File: src/rtl/register_read_port.sv
// Read-side controller for the 16 x 32-bit register file: req/ack in, valid/ready out,
// with write-forwarding at capture time. Define R0_ZERO_EN to make reads of R0 return zero.
module register_read_port #(
    parameter int DATA_W = 32,
    parameter int NREG   = 16,
    parameter int CNT_W  = 16
) (
    input  logic                   clk,
    input  logic                   clr,
    input  logic [NREG*DATA_W-1:0] q_flat,
    input  logic                   wr_en,
    input  logic [3:0]             wr_addr,
    input  logic [DATA_W-1:0]      wr_data,
    input  logic                   rd_req,
    input  logic [3:0]             rd_addr,
    output logic                   rd_ack,
    output logic                   rd_valid,
    input  logic                   rd_ready,
    output logic [DATA_W-1:0]      rd_data,
    output logic [3:0]             rd_tag,
    output logic                   bus_drive_en,
    output logic                   busy,
    output logic [CNT_W-1:0]       rd_count
);

    // state   | meaning
    // IDLE    | waiting for rd_req
    // CAPTURE | one cycle: sample selected register (or forwarded write) into rd_data
    // HOLD    | rd_data valid and driven on the bus until rd_ready
    localparam logic [1:0] S_IDLE    = 2'd0;
    localparam logic [1:0] S_CAPTURE = 2'd1;
    localparam logic [1:0] S_HOLD    = 2'd2;

    logic [1:0]        r_state;
    logic [3:0]        r_addr;
    logic              r_ack;
    logic              r_valid;
    logic              r_bus_en;
    logic              r_busy;
    logic [DATA_W-1:0] r_data;
    logic [3:0]        r_tag;
    logic [CNT_W-1:0]  r_count;

    logic [DATA_W-1:0] w_q_arr [NREG];
    logic              w_fwd_hit;
    logic [DATA_W-1:0] w_cap_data;

    for (genvar g = 0; g < NREG; g++) begin : g_unpack
        assign w_q_arr[g] = q_flat[g*DATA_W +: DATA_W];
    end

    assign w_fwd_hit = wr_en && (wr_addr == r_addr);

    always_comb begin
        w_cap_data = w_q_arr[r_addr];
        if (w_fwd_hit) begin
            w_cap_data = wr_data;
        end
`ifdef R0_ZERO_EN
        // Base-register-zero: R0 overrides both the file output and forwarding
        if (r_addr == 4'd0) begin
            w_cap_data = '0;
        end
`endif
    end

    always_ff @(posedge clk or negedge clr) begin
        if (!clr) begin
            r_state  <= S_IDLE;
            r_addr   <= '0;
            r_ack    <= 1'b0;
            r_valid  <= 1'b0;
            r_bus_en <= 1'b0;
            r_busy   <= 1'b0;
            r_data   <= '0;
            r_tag    <= '0;
            r_count  <= '0;
        end else begin
            r_ack <= 1'b0;
            case (r_state)
                S_IDLE: begin
                    if (rd_req) begin
                        r_addr  <= rd_addr;
                        r_ack   <= 1'b1;
                        r_busy  <= 1'b1;
                        r_state <= S_CAPTURE;
                    end
                end
                S_CAPTURE: begin
                    r_data   <= w_cap_data;
                    r_tag    <= r_addr;
                    r_valid  <= 1'b1;
                    r_bus_en <= 1'b1;
                    r_busy   <= 1'b1;
                    r_state  <= S_HOLD;
                end
                S_HOLD: begin
                    if (rd_ready) begin
                        if (r_count != {CNT_W{1'b1}}) begin
                            r_count <= r_count + CNT_W'(1);
                        end
                        r_valid  <= 1'b0;
                        r_bus_en <= 1'b0;
                        if (rd_req) begin
                            r_addr  <= rd_addr;
                            r_ack   <= 1'b1;
                            r_state <= S_CAPTURE;
                        end else begin
                            r_busy  <= 1'b0;
                            r_state <= S_IDLE;
                        end
                    end
                end
                default: begin
                    r_valid  <= 1'b0;
                    r_bus_en <= 1'b0;
                    r_busy   <= 1'b0;
                    r_state  <= S_IDLE;
                end
            endcase
        end
    end

    assign rd_ack       = r_ack;
    assign rd_valid     = r_valid;
    assign bus_drive_en = r_bus_en;
    assign busy         = r_busy;
    assign rd_data      = r_data;
    assign rd_tag       = r_tag;
    assign rd_count     = r_count;

endmodule
File: config.mk
export PLATFORM = sky130hd
export DESIGN_NAME = register_read_port
export DESIGN_NICKNAME = d
export VERILOG_FILES = /design/src/rtl/register_read_port.sv
export SDC_FILE = /design/constraint.sdc
export NUM_CORES = 1
export LEC_CHECK = 0
export ABC_AREA = 1
export CAP_MARGIN = 20
export CORE_AREA = 5 5 237 239
export DETAILED_ROUTE_END_ITERATION = 10
export DIE_AREA = 0 0 242 244
export DONT_BUFFER_PORTS = 1
export SLEW_MARGIN = 20
export SYNTH_ARGS = -nofsm -noshare
export SYNTH_HDL_FRONTEND = slang
export SYNTH_SLANG_ARGS = --single-unit
File: constraint.sdc
create_clock -name clk -period 3 [get_ports clk]
set_input_delay 0.6 -clock clk [delete_from_list [all_inputs] [get_ports clk]]
set_output_delay 0.6 -clock clk [all_outputs]
set_load 0.02 [all_outputs]
==> reports/results.ini <==
[run_status]
status=completed

[layout]
finish.utilization=0.188
final_nets=2351
nFillCells=6306
layout.cells.non_filler=2503
drive_above_1_share=0.0323
area_growth_pct=10.0
final_area_um2=10100

[critical_path]
max_stage_delay_ns=0.54
crit_type=reg2reg
path_cells=inv_4 > buf_12 > buf_12 > nand3_1 > nand3_1 > nand3_1 > nand3_1 > nand2_1 > nand2_1
r2r_slack_ns=0.70
endpoint_kind=flop
critPathLaunch=r_addr[1]$_DFFE_PN0P_
start_kind=flop
path_max_fanout=40
reg2reg_from=r_addr[1]$_DFFE_PN0P_
cp_slowest_cell=dfrtp_4
cp.required_ns=3.27
cpMostUsedCell=nand3_1
crit_arrival_ns=2.58

[placed_design]
port_buffers=0
placed_area_um2=9710
routabilityCongestion=0.923
dp.cells=2477
hpwl_um=42000

[timing]
setup_viol=0
worst_pin_slew_ns=0.785
post-route-min-period_ns=2.30
slew_headroom=0.475
fin_worst_skew_ns=0.0160
hold_viol=0
fmax_mhz=434
final_max_slew_viol_count=0
rsz0062_at_grt=false
setup-tns-final_ns=0
fin_crit_sh=0.767

[global_route]
grt_usage=0.163
overflow=0
grt_max_degree=157
grt_first_pass_wirelength_um=72000
antenna_found_initial=22
grt_pass1_vias=10800

[clock_tree]
clk_pin_slew_ns=0.07
cts-resized-gates=0
numCtsBuffers=9
clkLatencyLatePin_ns=0.35
cts_htree_levels=3
root_buffer=clkbuf_16
post_cts_buffers=0
cts.sinks=61
cts_tree=done
clk_path_buf_depth=2

[yosys]
synth_top_family_by_area=simple AND/OR/NAND/NOR gates
synth_xor_area_frac=0.00766
synth_fp_nets=2436
synth_mux_area_frac=0
synth_edf_count=0
ys.flop_type=dfrtp_1
synth-simple-area-share=0.622
netlist_top_cells_area=nand2_1 (38%), nand3_1 (20%), dfrtp_1 (17%), inv_1 (11%), buf_2 (3.3%)
synth_area_leader_cell=nand2_1
synth_common_cells=nand2_1 (920), nand3_1 (361), inv_1 (279), nor2_1 (78), dfrtp_1 (61)
synth_compound_area_frac=0.0151
syn_area_um2=9140
postSynthCellCount=1878
ys_ff_latch=61
synth.most_common_cell=nand2_1
synth_cell_type_count=31
synth_top_area_frac=0.378
synth_warnings=0
avgSynthCellArea_um2=4.87
ys_seq_area_frac=0.167
synth-async-reset-ratio=1.00
synth-adder-area-share=0.00137

[routing]
wire_per_inst_um=20.5
vias_per_cell=4.49
drt_iter0_drc=724
dr.pass1.iters=5
vias=11200
ant_nets=0
drcViolationCount=0
routed_wl_um=51300

[power_and_ir_drop]
power.density_nw_per_um2=705
switching_power_w=0.00408
swShare=0.575
p_clk_frac=0.154
leakagePower_nw=5.91
pwr-share-comb=0.567
p_int_w=0.00302
ir_drop_uv=413
power_frac_seq=0.279

[worst_hold_path]
holdCritPathClass=in2async

[floorplanning]
coreArea_um2=53600
dieWidth_um=242
rows=85
initial_core_util=0.171
die_area_um2=59000
io_pins=613
die_h_um=244

[flow_run]
maxCapViolations=0

placed cells by master, fill, tap and decap left out, types with 2 or more instances in the layout:
master,netlist,final
nand2_1,920,919
nand3_1,361,361
inv_1,279,278
nor2_1,78,78
dfrtp_1,61,57
buf_4,5,17
o21ai_0,12,12
diode_2,0,9
clkbuf_16,0,9
buf_12,0,9
nor3_1,7,7
o21ai_1,7,7
xor2_1,7,7
nand4_1,3,3
a21oi_1,3,3
dfrtp_4,0,3
nand2_2,1,2
o31ai_1,2,2
clkinv_2,0,2
clkinvlp_4,0,2
area by class of cell:
type / count / area, um2 / share of cell area
clock buffers: 11 / 243 / 0.0241
inverters: 283 / 1070 / 0.107
well taps: 696 / 871 / 0.0866
diodes: 9 / 22.5 / 0.00224
flip-flops and latches: 61 / 1540 / 0.153
repair buffers: 27 / 335 / 0.0333
clock inverters: 5 / 58.8 / 0.00585
multi-input cells: 1411 / 5910 / 0.588
what timing repair did:
item,CTS,global route
setup endpoints to repair,0,0
endpoints found under the hold margin,61,0
hold buffers,1,0
cells by family after synthesis:
kind of cell,Yosys count
compound gates,25
xor+xnor,8
simple gates,1377
buf+inv,406
flops,61
fa+ha+maj,1
power by group through the flow:
stage                     combinational [W]  sequential, W  clock, W
after floorplan                     0.00288        0.00169         0
after global routing                0.00461        0.00204   0.00117
final                               0.00402        0.00198   0.00109
after detailed placement            0.00411        0.00200         0
after global placement              0.00414        0.00201         0
after CTS                           0.00414        0.00200   0.00114
metal layers:
metal,vias to the layer above,wire [um],share of wire,track usage
met3,89,5010,0.098,0.0609
li1,5497,-,-,-
met4,22,1680,0.033,0.0586
met2,575,23900,0.47,0.271
met5,-,162,0.0032,0
met1,5044,20600,0.40,0.193
worst max-delay path: cells and delay by family (launching register included):
kind | cells | cell delay [ns]
simple gates | 6 | 0.77
buf+inv | 3 | 0.88
flops | 1 | 0.54
path summary, 6_finish.rpt:
check | end | cells past startpoint
worst max register to register | rd_data[18]$_DFFE_PN0P_ | 9
max in group asynchronous | r_addr[0]$_DFFE_PN0P_ | 1
worst max-delay path | rd_data[18]$_DFFE_PN0P_ | 9
worst min register to register | bus_drive_en$_DFFE_PN0P_ | 3
min in group clk | r_state[1]$_DFFE_PN0P_ | 1
worst min-delay path | rd_data[24]$_DFFE_PN0P_ | 1
state kept, by name (all words and copies together) (netlist names):
signal        flops
rd_data          32
rd_count         16
r_addr            4
rd_tag            4
r_state           2
bus_drive_en      1
busy              1
rd_ack            1
metrics by stage:
stage	hold slack, ns	power, W	worst slack [ns]
after global routing	0.151	0.00781	0.522
after floorplan	0.304	0.00457	1.30
after CTS	0.129	0.00728	0.689
after detailed placement	0.306	0.00611	0.674
after global placement	0.306	0.00615	0.666
final	0.125	0.00709	0.698
Power figures use the tool's default switching activity.
